$ cat src/rtl/alu_pkg.sv
// Shared opcode encodings and flag bit positions for the pipelined ALU.
package alu_pkg;

  localparam int OP_W = 4;

  localparam logic [OP_W-1:0] OP_ADD  = 4'h0;
  localparam logic [OP_W-1:0] OP_SUB  = 4'h1;
  localparam logic [OP_W-1:0] OP_AND  = 4'h2;
  localparam logic [OP_W-1:0] OP_OR   = 4'h3;
  localparam logic [OP_W-1:0] OP_XOR  = 4'h4;
  localparam logic [OP_W-1:0] OP_SHL  = 4'h5;
  localparam logic [OP_W-1:0] OP_SHR  = 4'h6;
  localparam logic [OP_W-1:0] OP_PASS = 4'h7;
  localparam logic [OP_W-1:0] OP_SRA  = 4'h8;
  localparam logic [OP_W-1:0] OP_SLT  = 4'h9;
  localparam logic [OP_W-1:0] OP_SLTU = 4'hA;
  localparam logic [OP_W-1:0] OP_ADDS = 4'hB;
  localparam logic [OP_W-1:0] OP_SUBS = 4'hC;

  localparam int FLAG_N = 3;
  localparam int FLAG_Z = 2;
  localparam int FLAG_C = 1;
  localparam int FLAG_V = 0;

endpackage

$ cat src/rtl/alu_datapath.sv
// Combinational ALU core: result, {N,Z,C,V} flags and illegal-opcode indication.
module alu_datapath
  import alu_pkg::*;
#(
  parameter int N = 16
) (
  input  logic [N-1:0]    a,
  input  logic [N-1:0]    b,
  input  logic [OP_W-1:0] op,
  output logic [N-1:0]    y,
  output logic [3:0]      flags,
  output logic            illegal
);

  localparam int SH = $clog2(N);

  logic [SH-1:0] s;
  logic [N:0]    sum_ext;
  logic [N:0]    dif_ext;
  logic [N:0]    shl_ext;
  logic [N:0]    shr_ext;
  logic [N:0]    sra_ext;
  logic          add_ovf;
  logic          sub_ovf;
  logic [N-1:0]  sat;
  logic          c;
  logic          v;

  assign s       = b[SH-1:0];
  assign sum_ext = {1'b0, a} + {1'b0, b};
  assign dif_ext = {1'b0, a} - {1'b0, b};
  assign add_ovf = (a[N-1] == b[N-1]) && (sum_ext[N-1] != a[N-1]);
  assign sub_ovf = (a[N-1] != b[N-1]) && (dif_ext[N-1] != a[N-1]);

  // The extra bit beside each shifted operand catches the last bit shifted out.
  assign shl_ext = {1'b0, a} << s;
  assign shr_ext = {a, 1'b0} >> s;
  assign sra_ext = $signed({a, 1'b0}) >>> s;

  // On overflow the true result always lies on the side of a's sign.
  assign sat = a[N-1] ? {1'b1, {(N-1){1'b0}}} : {1'b0, {(N-1){1'b1}}};

  always_comb begin
    // NOTE: every output gets a default first so no path through the case infers a latch.
    y       = a;
    c       = 1'b0;
    v       = 1'b0;
    illegal = 1'b0;
    case (op)
      OP_ADD:  begin y = sum_ext[N-1:0]; c = sum_ext[N]; v = add_ovf; end
      OP_SUB:  begin y = dif_ext[N-1:0]; c = !dif_ext[N]; v = sub_ovf; end
      OP_AND:  y = a & b;
      OP_OR:   y = a | b;
      OP_XOR:  y = a ^ b;
      OP_SHL:  begin y = shl_ext[N-1:0]; c = shl_ext[N]; end
      OP_SHR:  begin y = shr_ext[N:1]; c = shr_ext[0]; end
      OP_PASS: y = a;
      OP_SRA:  begin y = sra_ext[N:1]; c = sra_ext[0]; end
      OP_SLT:  y = {{(N-1){1'b0}}, ($signed(a) < $signed(b))};
      OP_SLTU: y = {{(N-1){1'b0}}, (a < b)};
      OP_ADDS: begin y = add_ovf ? sat : sum_ext[N-1:0]; v = add_ovf; end
      OP_SUBS: begin y = sub_ovf ? sat : dif_ext[N-1:0]; v = sub_ovf; end
      default: illegal = 1'b1;
    endcase
  end

  always_comb begin
    flags         = '0;
    flags[FLAG_N] = y[N-1];
    flags[FLAG_Z] = (y == '0);
    flags[FLAG_C] = c;
    flags[FLAG_V] = v;
  end

endmodule

$ cat src/rtl/alu_pipe.sv
// Elastic valid/ready ALU pipeline: compute into stage 1, then STAGES-1 plain register stages.
module alu_pipe
  import alu_pkg::*;
#(
  parameter int N      = 16,
  parameter int STAGES = 2,
  parameter int TAG_W  = 4
) (
  input  logic             clk,
  input  logic             rst,
  input  logic             in_valid,
  output logic             in_ready,
  input  logic [N-1:0]     in_a,
  input  logic [N-1:0]     in_b,
  input  logic [OP_W-1:0]  in_op,
  input  logic [TAG_W-1:0] in_tag,
  output logic             out_valid,
  input  logic             out_ready,
  output logic [N-1:0]     out_y,
  output logic [3:0]       out_flags,
  output logic             out_illegal,
  output logic [TAG_W-1:0] out_tag
);

  typedef struct packed {
    logic [N-1:0]     y;
    logic [3:0]       flags;
    logic             illegal;
    logic [TAG_W-1:0] tag;
  } stage_t;

  logic [N-1:0]    dp_y;
  logic [3:0]      dp_flags;
  logic            dp_illegal;
  logic [STAGES:1] v;
  logic [STAGES:1] ld;
  logic            hole;
  stage_t          data [1:STAGES];

  alu_datapath #(.N(N)) u_datapath (
    .a       (in_a),
    .b       (in_b),
    .op      (in_op),
    .y       (dp_y),
    .flags   (dp_flags),
    .illegal (dp_illegal)
  );

  // A stage may load when it or any stage after it is empty, or the consumer takes the head.
  always_comb begin
    ld   = '0;
    hole = out_ready;
    for (int k = STAGES; k >= 1; k--) begin
      hole  = hole || !v[k];
      ld[k] = hole;
    end
  end

  assign in_ready = ld[1];

  always_ff @(posedge clk) begin
    // NOTE: state registers use non-blocking assignments so every stage samples its predecessor's old value.
    if (rst) begin
      v <= '0;
      // NOTE: the payload registers are reset too, because the outputs must read zero after reset.
      for (int k = 1; k <= STAGES; k++) data[k] <= '0;
    end else begin
      if (ld[1]) begin
        v[1] <= in_valid;
        if (in_valid) data[1] <= '{y: dp_y, flags: dp_flags, illegal: dp_illegal, tag: in_tag};
      end
      for (int k = 2; k <= STAGES; k++) begin
        if (ld[k]) begin
          v[k] <= v[k-1];
          if (v[k-1]) data[k] <= data[k-1];
        end
      end
    end
  end

  assign out_valid   = v[STAGES];
  assign out_y       = data[STAGES].y;
  assign out_flags   = data[STAGES].flags;
  assign out_illegal = data[STAGES].illegal;
  assign out_tag     = data[STAGES].tag;

endmodule
$ cat config.mk
export PLATFORM = sky130hd
export DESIGN_NAME = alu_pipe
export DESIGN_NICKNAME = d
export VERILOG_FILES = /design/src/rtl/alu_pkg.sv /design/src/rtl/alu_datapath.sv /design/src/rtl/alu_pipe.sv
export SDC_FILE = /design/constraint.sdc
export NUM_CORES = 1
export LEC_CHECK = 0
export ABC_CLOCK_PERIOD_IN_PS = 7400
export CAP_MARGIN = 5
export CORE_ASPECT_RATIO = 1.1
export CORE_MARGIN = 2
export CORE_UTILIZATION = 60
export DETAILED_ROUTE_END_ITERATION = 7
export HOLD_SLACK_MARGIN = 0.06
export PLACE_DENSITY = 0.83
export SLEW_MARGIN = 20
export SYNTH_ARGS = -nofsm -noshare
export SYNTH_HDL_FRONTEND = slang
export SYNTH_SLANG_ARGS = --single-unit
$ cat constraint.sdc
create_clock -name clk -period 7.4 [get_ports clk]
set_input_delay 1.11 -clock clk [delete_from_list [all_inputs] [get_ports clk]]
set_output_delay 1.11 -clock clk [all_outputs]
set_load 0.1 [all_outputs]
==> metrics.md <==
| Metric | Value |
|---|---|
| Worst clock skew | `0.00333 ns` |
| NumNets Final | `984` |
| Peak supply drop | `0.159 mV` |
| Area delta synth->final | `12.6%` |
| Number of global-route vias before repair | `7,216` |
| Class of the most critical hold timing path | `flop to flop` |
| Timing-limited maximum frequency | `151 MHz` |
| Post-cts resize count | `0` |
| Max-capacitance violation count | `0` |
| Violation count after the first detailed-routing iteration | `1,063` |
| Clock-pin transition on the worst setup and hold timing paths | `0.06 ns` |
| Worst R2R Setup Slack | `5.72 ns` |
| Number of buffers inserted for hold repair after clock tree synthesis | `0` |
| Root Buffer Master | `sky130_fd_sc_hd__clkbuf_16` |
| Half-perimeter wire length after placement | `20,300 um` |
| Data required time at the worst endpoint | `7.54 ns` |
| Top post-synthesis cells by area | `sky130_fd_sc_hd__edfxtp_1 20%, sky130_fd_sc_hd__ha_1 9.3%, sky130_fd_sc_hd__mux4_2 7.2%, sky130_fd_sc_hd__nor2_1 4.8%, sky130_fd_sc_hd__a21oi_1 3.4%` |
| All-Layer GR Usage | `41.6%` |
| Number of distinct library cells after synthesis | `93` |
| H-tree Lvls | `2` |
| Number of nets still failing antenna checks after routing | `0` |
| Count of synthesis-stage warnings from yosys | `0` |
| Power per cell area | `140 mW/mm^2` |
| Initial core utilization | `62.0%` |
| Pre-Repair DR Iteration Count | `6` |
| Area share of the largest cell type after synthesis | `20.2%` |
| Io pins | `71` |
| Leading area contributor after synthesis | `sky130_fd_sc_hd__edfxtp_1` |
| Number of core rows | `41` |
| Deepest clock path buffer count | `2` |
| Share of synthesized area occupied by flip-flops and latches | `20.7%` |
| Area of all sequential standard cells | `0.00148 mm^2` |
| R2r endpoint | `data[1][7]` |
| Overall power after layout | `1.13 mW` |
| Syn nets | `946` |
| Die Ht | `118 um` |
| Buffers added on ports | `70` |
| Number of enable flip-flop cells after synthesis | `48` |
| Library cell appearing most often on the critical path | `sky130_fd_sc_hd__nor2_1` |
| Endpoint type of the worst setup path | `flop` |
| Antenna diode instance count | `0` |
| Count of vias placed by the detailed router | `7,602` |
| CTS Sinks | `50` |
| Biggest fanout along the worst timing path | `10` |
| Kind of launch point of the worst setup path | `primary input` |
| Min Clock Period, post-route | `6.60 ns` |
| CTS buffer count | `5` |
| List of most frequent post-synthesis cells | `91 x sky130_fd_sc_hd__nor2_1, 53 x sky130_fd_sc_hd__ha_1, 48 x sky130_fd_sc_hd__a21oi_1, 48 x sky130_fd_sc_hd__edfxtp_1, 48 x sky130_fd_sc_hd__inv_1` |
| Total detailed-routing wirelength | `26,500 um` |
| Worst-Skew Late Latency | `0.29 ns` |
| Period utilisation layout | `89.2%` |
| Setup violations, final | `0` |
| Ys async rst share | `0%` |
| Setup repair after global routing missed its margin | `false` |
| Worst path bufs/invs | `2` |
| Total Negative Setup Slacks | `0 ns` |
| Cell with the biggest individual delay on the critical path | `sky130_fd_sc_hd__clkdlybuf4s50_1` |
| First-pass GRT wire length | `40,800 um` |
| Most used flip-flop cell after synthesis | `sky130_fd_sc_hd__edfxtp_1` |
| Reg2Reg Depth | `9` |
| Hold Startpoint | `data[1][5]` |
| Average routed wire per standard cell | `25.6 um` |
| Number of cells traversed by the worst hold path | `1` |
| Fraction of layout cells with a size suffix above 1 | `11.2%` |
| Avg Vias per Cell | `7.34` |
| Leakage power | `3.12 nW` |
| Hold Violations, Final | `0` |
| Seq cells post-synth | `50` |
| Core box area | `0.0115 mm^2` |
| Congestion Overflow GR | `0` |
| Headroom to the max-slew limit | `27.5%` |
| Arr. time, crit path | `6.74 ns` |
| Area occupied by multi-input gates | `0.00517 mm^2` |
| Number of instances in the synthesized netlist | `846` |
| Initial antenna violation count | `0` |
| Number of fillers in the final layout | `948` |
| Type of the setup path with the least slack | `primary input to flop` |
| Post-CTS setup buffer count | `0` |
| Crit path max-delay family | `compound AO/OA/AOI/OAI gates` |
| Critical Path, Cell by Cell | `clkdlybuf4s50_1, inv_1, ha_1, or4_1, nor2_1, o311a_1, a2111oi_0, o31a_1, fa_1, nand3_1, a21o_1, a221o_1, a22o_1, a2111oi_1, o22ai_1, nor4_1, nand4_1, nor2_1` |
| Pins over their slew limit | `0` |
| Sink of the worst hold path | `data[2][5]` |
| TritonCTS clock tree | `yes` |
| Leading cell type by number of instances after synthesis | `sky130_fd_sc_hd__nor2_1` |
| Final Wtd Congestion | `1.12` |
| Worst flop-to-flop path startpoint | `v[2]` |
| Biggest cell delay along the critical path | `0.69 ns` |
| Transition at the pin with the smallest max-transition slack | `1.08 ns` |
| Area of the die | `0.0128 mm^2` |
| Pin count of the biggest net entering global routing | `48` |
| Die outline width | `108 um` |
| Average size of a mapped cell | `8.45 um^2` |
| Cell area after synthesis | `0.00715 mm^2` |
| Number of remaining DRC errors | `0` |
| Outcome | `finished clean` |
## worst register-to-register path, delay by kind of cell (launching register included)
kind / cells / cell delay [ns]
buffers and inverters: 1 / 0.20
flip-flops: 1 / 0.32
AND/OR/NAND/NOR: 8 / 1.02
## per-stage QoR
| step | setup slack, ns | area (um^2) | hold slack [ns] | cells | util (%) |
|---|---|---|---|---|---|
| 2_1_floorplan | 1.45 | 7150 | 0.487 | 846 | - |
| 4_1_cts | 0.996 | 8050 | 0.520 | 1035 | 69.7 |
| 6_report | 0.798 | 8050 | 0.520 | 1035 | 69.8 |
| 5_1_grt | 0.724 | 8050 | 0.542 | 1035 | 69.8 |
| 3_3_place_gp | 0.818 | 7890 | 0.498 | 1027 | 68.3 |
| 3_5_place_dp | 0.699 | 7900 | 0.506 | 1027 | 68.4 |
## logic make-up (layout without fill, tap and decap cells)
family	Yosys count	count (layout)	synth area share, %
compound gates	250	250	25.4
xor+xnor	14	14	1.71
fa+ha+maj	57	57	10.3
buf+inv	114	153	7.26
flops	50	50	20.7
mux	48	48	10.8
simple gates	313	313	23.8
## cell usage in the layout, fill, tap and decap left out, drive strengths merged, types with 25 or more instances in the layout
master	count
inv	48
o21ai	44
buf	28
nand2	41
edfxtp	48
clkdlybuf4s50	68
nor3	25
ha	53
a21oi	48
and2	35
nor2	92
## worst max path at each step
stage / start / end / slack (ns) / cells after the start
3_5_place_dp: in_a[8] / data[1][7] / 0.70 / 18
2_1_floorplan: in_b[2] / data[1][7] / 1.45 / 20
5_1_grt: in_a[8] / data[1][7] / 0.72 / 18
3_3_place_gp: in_a[9] / data[1][7] / 0.82 / 17
6_report: in_a[8] / data[1][7] / 0.80 / 18
4_1_cts: in_a[8] / data[1][7] / 1.0 / 18
## flip-flops by register name, indices dropped and copies added, names as in the netlist
register,count
data,48
v,2
## cell type report
cell class	count	area share, %
Timing Repair Buffer	96	11.0
Sequential cell	50	18.4
Clock inverter	1	0.0622
Tap cell	150	2.33
Clock buffer	7	1.77
Multi-Input combinational cell	682	64.2
Inverter	49	2.28
## per-layer routing
metal | GRT usage, % | vias up | share of wire [%]
li1 | - | 3292 | -
met1 | 51.9 | 3515 | 35
met2 | 66.8 | 635 | 46
met3 | 6.73 | 160 | 12
met4 | 25.2 | 0 | 7.3
met5 | 0 | - | 0
## where the power goes
part           leakage (nW)  internal (mW)  switching, mW
sequential            0.536          0.332        0.00539
clock                0.0739          0.134         0.0921
combinational          2.51          0.196          0.370
(Power assumes the default switching activity.)
